`src/rtl/div_pkg.sv`:
```
// rtl/div_pkg.sv - shared types and constants for the sequential divider
// Contents: WIDTH (operand width), CNT_W (iteration counter width),
//           state_t (IDLE/PREP/ITER/FIX/DONE), abs_val() magnitude helper.
package div_pkg;

    localparam int WIDTH = 32;
    localparam int CNT_W = $clog2(WIDTH);

    typedef enum logic [2:0] {
        IDLE,
        PREP,
        ITER,
        FIX,
        DONE
    } state_t;

    // Magnitude of a two's-complement value; the most negative value maps
    // to 2^(WIDTH-1), which is exact when the result is read as unsigned.
    function automatic logic [WIDTH-1:0] abs_val(input logic [WIDTH-1:0] v);
        return v[WIDTH-1] ? -v : v;
    endfunction

endpackage

```
`src/rtl/seq_divider32_if.sv`:
```
// rtl/seq_divider32_if.sv - request/result bundle of the sequential divider
// Signals: start, is_signed, dividend, divisor (requester -> divider);
//          busy, done, quotient, remainder, div_by_zero, overflow (divider -> requester).
// Macro: DIVIDER_OVERFLOW_FLAG_EN adds the overflow signal.
interface seq_divider32_if;
    import div_pkg::*;

    logic             start;
    logic             is_signed;
    logic [WIDTH-1:0] dividend;
    logic [WIDTH-1:0] divisor;
    logic             busy;
    logic             done;
    logic [WIDTH-1:0] quotient;
    logic [WIDTH-1:0] remainder;
    logic             div_by_zero;
`ifdef DIVIDER_OVERFLOW_FLAG_EN
    logic             overflow;
`endif

    modport master (
`ifdef DIVIDER_OVERFLOW_FLAG_EN
        input  overflow,
`endif
        output start, is_signed, dividend, divisor,
        input  busy, done, quotient, remainder, div_by_zero
    );

    modport slave (
`ifdef DIVIDER_OVERFLOW_FLAG_EN
        output overflow,
`endif
        input  start, is_signed, dividend, divisor,
        output busy, done, quotient, remainder, div_by_zero
    );

endinterface

```
`src/rtl/div_sub_step.sv`:
```
// rtl/div_sub_step.sv - one restoring-division trial subtract
// Ports: partial  in  WIDTH+1  shifted partial remainder
//        divisor  in  WIDTH    divisor magnitude
//        diff     out WIDTH    partial - divisor (valid when nonneg)
//        nonneg   out 1        trial result is non-negative
module div_sub_step
    import div_pkg::*;
(
    input  logic [WIDTH:0]   partial,
    input  logic [WIDTH-1:0] divisor,
    output logic [WIDTH-1:0] diff,
    output logic             nonneg
);

    // The trial is WIDTH+1 bits wide; when it is non-negative it is
    // smaller than the divisor, so its top bit is zero and the low WIDTH
    // bits carry the whole new remainder.
    assign nonneg = (partial >= {1'b0, divisor});
    assign diff   = partial[WIDTH-1:0] - divisor;

endmodule

```
`src/rtl/seq_divider32.sv`:
```
// rtl/seq_divider32.sv - multi-cycle restoring 32-bit signed/unsigned divider
// Ports: clk    in  rising-edge clock
//        rst_n  in  asynchronous active-low reset
//        bus    seq_divider32_if.slave (start/operands in, busy/done/results out)
// Macro: DIVIDER_OVERFLOW_FLAG_EN enables the overflow flag (-2^31 / -1 signed).
module seq_divider32
    import div_pkg::*;
(
    input  logic           clk,
    input  logic           rst_n,
    seq_divider32_if.slave bus
);

    state_t           state, state_nxt;
    logic [WIDTH-1:0] rem_w;    // partial remainder
    logic [WIDTH-1:0] quo_w;    // dividend shifting out / quotient shifting in
    logic [WIDTH-1:0] dvsr;
    logic             sgn, q_neg, r_neg, dbz_w;
    logic [CNT_W-1:0] cnt;
    logic [WIDTH:0]   partial;
    logic [WIDTH-1:0] trial_diff;
    logic             trial_ok;
    logic             accept;
`ifdef DIVIDER_OVERFLOW_FLAG_EN
    logic             ovf_w;
`endif

    assign accept   = (state == IDLE) && bus.start;
    assign bus.busy = (state != IDLE);

    // {rem, quo} shifted left by one: the remainder gains the next dividend bit.
    assign partial = {rem_w, quo_w[WIDTH-1]};

    div_sub_step u_step (
        .partial (partial),
        .divisor (dvsr),
        .diff    (trial_diff),
        .nonneg  (trial_ok)
    );

    always_ff @(posedge clk or negedge rst_n) begin
        if (!rst_n) state <= IDLE;
        else        state <= state_nxt;
    end

    always_comb begin
        state_nxt = state;
        case (state)
            IDLE: if (bus.start) state_nxt = (bus.divisor == '0) ? DONE : PREP;
            PREP: state_nxt = ITER;
            ITER: if (cnt == CNT_W'(WIDTH - 1)) state_nxt = FIX;
            FIX:  state_nxt = DONE;
            DONE: state_nxt = IDLE;
            default: state_nxt = IDLE;
        endcase
    end

    always_ff @(posedge clk or negedge rst_n) begin
        if (!rst_n) begin
            rem_w           <= '0;
            quo_w           <= '0;
            dvsr            <= '0;
            sgn             <= 1'b0;
            q_neg           <= 1'b0;
            r_neg           <= 1'b0;
            dbz_w           <= 1'b0;
            cnt             <= '0;
            bus.done        <= 1'b0;
            bus.quotient    <= '0;
            bus.remainder   <= '0;
            bus.div_by_zero <= 1'b0;
`ifdef DIVIDER_OVERFLOW_FLAG_EN
            ovf_w           <= 1'b0;
            bus.overflow    <= 1'b0;
`endif
        end else begin
            // done is registered from the DONE state so results and the
            // pulse appear together, one cycle after DONE is entered.
            bus.done <= (state == DONE);
            case (state)
                IDLE: if (accept) begin
                    dvsr  <= bus.divisor;
                    sgn   <= bus.is_signed;
                    cnt   <= '0;
                    dbz_w <= (bus.divisor == '0);
                    if (bus.divisor == '0) begin
                        // Iteration skipped: results are final right away.
                        quo_w <= '1;
                        rem_w <= bus.dividend;
                    end else begin
                        quo_w <= bus.dividend;
                        rem_w <= '0;
                    end
`ifdef DIVIDER_OVERFLOW_FLAG_EN
                    ovf_w <= bus.is_signed && (bus.dividend == {1'b1, {(WIDTH-1){1'b0}}})
                             && (bus.divisor == '1);
`endif
                end
                PREP: begin
                    if (sgn) begin
                        q_neg <= quo_w[WIDTH-1] ^ dvsr[WIDTH-1];
                        r_neg <= quo_w[WIDTH-1];
                        quo_w <= abs_val(quo_w);
                        dvsr  <= abs_val(dvsr);
                    end else begin
                        q_neg <= 1'b0;
                        r_neg <= 1'b0;
                    end
                end
                ITER: begin
                    rem_w <= trial_ok ? trial_diff : partial[WIDTH-1:0];
                    quo_w <= {quo_w[WIDTH-2:0], trial_ok};
                    cnt   <= cnt + CNT_W'(1);
                end
                FIX: begin
                    if (q_neg) quo_w <= -quo_w;
                    if (r_neg) rem_w <= -rem_w;
                end
                DONE: begin
                    bus.quotient    <= quo_w;
                    bus.remainder   <= rem_w;
                    bus.div_by_zero <= dbz_w;
`ifdef DIVIDER_OVERFLOW_FLAG_EN
                    bus.overflow    <= ovf_w;
`endif
                end
                default: ;
            endcase
        end
    end

endmodule

```
`src/flat_wrapper.sv`:
```
// flat-port wrapper written by rule: the top's interface ports become plain ports
module seq_divider32_flat import div_pkg::*;
  (clk, rst_n, bus_start, bus_is_signed, bus_dividend, bus_divisor, bus_busy, bus_done, bus_quotient, bus_remainder, bus_div_by_zero);
  seq_divider32_if bus_i ();
  input  logic clk;
  input  logic rst_n;
  input wire logic [$bits(bus_i.start)-1:0] bus_start;
  input wire logic [$bits(bus_i.is_signed)-1:0] bus_is_signed;
  input wire logic [$bits(bus_i.dividend)-1:0] bus_dividend;
  input wire logic [$bits(bus_i.divisor)-1:0] bus_divisor;
  output wire logic [$bits(bus_i.busy)-1:0] bus_busy;
  output wire logic [$bits(bus_i.done)-1:0] bus_done;
  output wire logic [$bits(bus_i.quotient)-1:0] bus_quotient;
  output wire logic [$bits(bus_i.remainder)-1:0] bus_remainder;
  output wire logic [$bits(bus_i.div_by_zero)-1:0] bus_div_by_zero;
  assign bus_i.start = bus_start;
  assign bus_i.is_signed = bus_is_signed;
  assign bus_i.dividend = bus_dividend;
  assign bus_i.divisor = bus_divisor;
  assign bus_busy = bus_i.busy;
  assign bus_done = bus_i.done;
  assign bus_quotient = bus_i.quotient;
  assign bus_remainder = bus_i.remainder;
  assign bus_div_by_zero = bus_i.div_by_zero;
  seq_divider32 u_core (.clk(clk), .rst_n(rst_n), .bus(bus_i));
endmodule
```
`config.mk`:
```
export PLATFORM = sky130hd
export DESIGN_NAME = seq_divider32_flat
export DESIGN_NICKNAME = d
export VERILOG_FILES = /design/src/rtl/div_pkg.sv /design/src/rtl/seq_divider32_if.sv /design/src/rtl/div_sub_step.sv /design/src/rtl/seq_divider32.sv /design/src/flat_wrapper.sv
export SDC_FILE = /design/constraint.sdc
export NUM_CORES = 1
export LEC_CHECK = 0
export CAP_MARGIN = 10
export CORE_AREA = 2 2 196 121
export CTS_CLUSTER_SIZE = 8
export DETAILED_ROUTE_END_ITERATION = 6
export DIE_AREA = 0 0 198 123
export GPL_TIMING_DRIVEN = 0
export PLACE_DENSITY = 0.89
export SLEW_MARGIN = 20
export SYNTH_ARGS = -nofsm -noshare
export SYNTH_HDL_FRONTEND = slang
export SYNTH_HIERARCHICAL = 1
export SYNTH_SLANG_ARGS = --single-unit
```
`constraint.sdc`:
```
create_clock -name clk -period 6.74 [get_ports clk]
set_input_delay 1.348 -clock clk [delete_from_list [all_inputs] [get_ports clk]]
set_output_delay 1.348 -clock clk [all_outputs]
set_load 0.02 [all_outputs]
```
==> metrics.txt <==
TritonCTS clock tree=yes; clk root buf=clkbuf_16; DP Area=14000 um^2; crit path to=u_core/rem_w[26]; GPL Wtd Cong=1.01; Pwr Total=9.25 mW; Longest Clk Path Bufs=2; Yosys cell types=93; Tmin final=4860 ps; Synth async-reset ratio=100%; Yosys warnings=6; Comb pwr share=64.3%; antenna violations before repair=2; final worst setup slack=1880 ps; antenna viol nets, final=0; die height=123 um; Max Clock Freq=206 MHz; most common cell after layout, fill and taps aside=dfrtp_1; Post-Route Skew=19.8 ps; Reg2Reg Setup Slack=1880 ps; die width=198 um; Worst Path Required=7060 ps; CTS clock-pin slew for the worst setup and hold paths=70 ps; CP top delay family=buffers and inverters; H-tree Lvls=4; critical path peak fanout=10; VDD IR max=330 uV; area of the core=22700 um^2; post-route cell area=14700 um^2; global route overflow=0; GRT Total Usage=37.8%; Num CTS Buffers=17; hpwl dp=34700 um; postcts setup bufs=0; die area=24400 um^2; Net Sw Frac=51.4%; io pins=135; dpl ws=2140 ps; hold crit path type=reg -> reg; # DRC=28; Least-Margin Pin Slew=1240 ps; fin crit share=72.1%; beginning of the worst register-to-register path=u_core/rem_w[23]; Slew Limit Fails=0; internal power=4.49 mW; Synth area leader=dfrtp_1; IO Port Bufs=134; largest net degree at the start of global routing=95; critical path class=reg -> reg; clk_lat worst skew=450 ps; worst hold path startpoint=u_core/r_neg; Critical Path Stages=14; Synth Register Bits=174; crit path DAT=5180 ps; clock sinks=174; commonest non-fill, non-tap cells in the layout=dfrtp_1 (174), nor2_1 (134), clkdlybuf4s50_1 (133); Crit path top cell by count=clkbuf_1; Crit path largest cell delay=690 ps; EDFF count, synth=0; Starting Density=54.2%; crit-path cells=ha_1, clkbuf_1, nand4_1, nor4_1, nand4_1, a31oi_1, o211ai_1, a21boi_1, a2111o_1, clkbuf_1, clkbuf_1, mux2_2, a221oi_1, o22ai_1; final layout net count=1680; DR pass1 iterations=7; CP Buf/Inv Count=3; R2R Path End=u_core/rem_w[26]; Max transition margin=16.9%; vias per inst=6.72; PwrDens=631 nW/um^2; cells after synthesis=1419; post-synth top area share=35.5%; Most used DFF post-synth=dfrtp_1; first-pass GRT wire length=68900 um; crit path from=u_core/rem_w[23]; crit start category=flop; vias in the first global route=11800; Max-Cap Viols=0; Reg2Reg Depth=14; post-synthesis cell area=12300 um^2; Reg power frac=24.2%; synth top area cells=dfrtp_1 (35%), mux2_2 (6.9%), a21oi_1 (4.2%), nor2_1 (4.1%), ha_1 (3.9%); failing checks=design-rule violations; drt total wl=45200 um; post-synthesis sequential area ratio=35.5%; Psw=4.75 mW; clock share of power=11.5%; via count=12800; Hold Vio Cnt, Final=0; Mean Syn Cell Area=8.65 um^2; post-synthesis net count=1526; P_leak=5.80 nW; site row count=43; outcome=complete, but fails checks; hold buffers post-CTS=0; post-cts resize count=0; drt initial violations=2198; synthesis-to-finish area growth=19.5%; fraction of layout cells with a size suffix above 1=10.0%; final core utilization=64.7%; # setup viols final=0; WL/cell=23.8 um; Setup crit end kind=flop; slowest CP cell=clkbuf_1; unrepaired setup endpoints after global routing=no
==> cell families (layout without fill, tap and decap cells) <==
| kind of cell | after synthesis | after routing | synth area share, % |
|---|---|---|---|
| simple gates | 489 | 489 | 20.5 |
| compound gates | 389 | 389 | 20.9 |
| flops | 174 | 174 | 35.5 |
| buf+inv | 163 | 330 | 5.29 |
| mux | 115 | 115 | 10.2 |
| xor+xnor | 50 | 50 | 3.57 |
| fa+ha+maj | 39 | 39 | 4.04 |
| other cells | 0 | 1 | 0 |
==> power by group through the flow <==
stage	logic, mW	registers (mW)	clock network, mW
final	5.94	2.24	1.07
after global routing	6.37	2.29	1.12
after CTS	5.73	2.20	1.08
after detailed placement	5.68	2.21	0
after global placement	5.56	2.19	0
after floorplan	3.80	2.19	0
==> layer usage <==
| metal | share of wire (%) | vias up | wire (um) | GRT usage (%) |
|---|---|---|---|---|
| li1 | - | 5581 | - | - |
| met1 | 43 | 6105 | 19700 | 55.3 |
| met2 | 38 | 985 | 17200 | 50.2 |
| met3 | 16 | 103 | 7420 | 16.8 |
| met4 | 1.9 | 2 | 880 | 9.12 |
| met5 | 0.022 | - | 10 | 0 |
==> per-stage QoR <==
| stage | hold slack, ps | std cells | setup TNS [ps] |
|---|---|---|---|
| finish | 488 | 1902 | 0 |
| global route | 521 | 1901 | 0 |
| CTS | 485 | 1901 | 0 |
| detailed placement | 469 | 1869 | 0 |
| global placement | 454 | 1868 | -516770 |
| floorplan | 441 | 1419 | 0 |
==> tightest hold or removal path: stages (launching register included) <==
cell	delay [ps]
dfrtp_1	340
nand2_1	50
o21ai_0	60
==> registers in the layout (all words and copies together), names as in the netlist <==
register / flops
u_core/state: 3
u_core/dvsr: 32
u_core/bus.quotient: 32
u_core/quo_w: 32
u_core/bus.remainder: 32
u_core/r_neg: 1
u_core/cnt: 5
u_core/bus.div_by_zero: 1
u_core/bus.done: 1
u_core/rem_w: 32
u_core/dbz_w: 1
u_core/sgn: 1
u_core/q_neg: 1
==> cell usage after synthesis (all sizes together) (10+ instances only) <==
cell    count
xnor2      24
o22ai      22
buf        14
nor3       47
or3        20
nand3      34
clkbuf     85
or2        10
and3       16
xor2       26
nand2b     10
o21ai      85
a31oi      25
or4        23
ha         38
a221oi     26
a21oi     108
mux2       76
nand2      98
o31ai      22
nor2      135
a211oi     11
a21o       10
dfrtp     174
nor4       36
nand4      21
inv        63
mux2i      39
==> final cells by class <==
type                    instances  area, um^2
diodes                          1        2.50
plain buffers                  99         409
clock buffers                  17         425
clock inverters                15         196
fillers                      1872        7990
inverters                      64         240
multi-input cells            1082        7270
flip-flops and latches        174        4350
well taps                     315         394
repair buffers                135        1370
==> worst min path at each step <==
| stage | endpoint | slack (ps) | cells past startpoint |
|---|---|---|---|
| after floorplan | u_core/r_neg | 440 | 2 |
| after global placement | u_core/r_neg | 450 | 2 |
| after detailed placement | u_core/r_neg | 470 | 2 |
| after CTS | u_core/r_neg | 480 | 2 |
| after global routing | u_core/r_neg | 520 | 2 |
| final | u_core/r_neg | 490 | 2 |
Note: power is estimated with default switching activity, not from simulation.
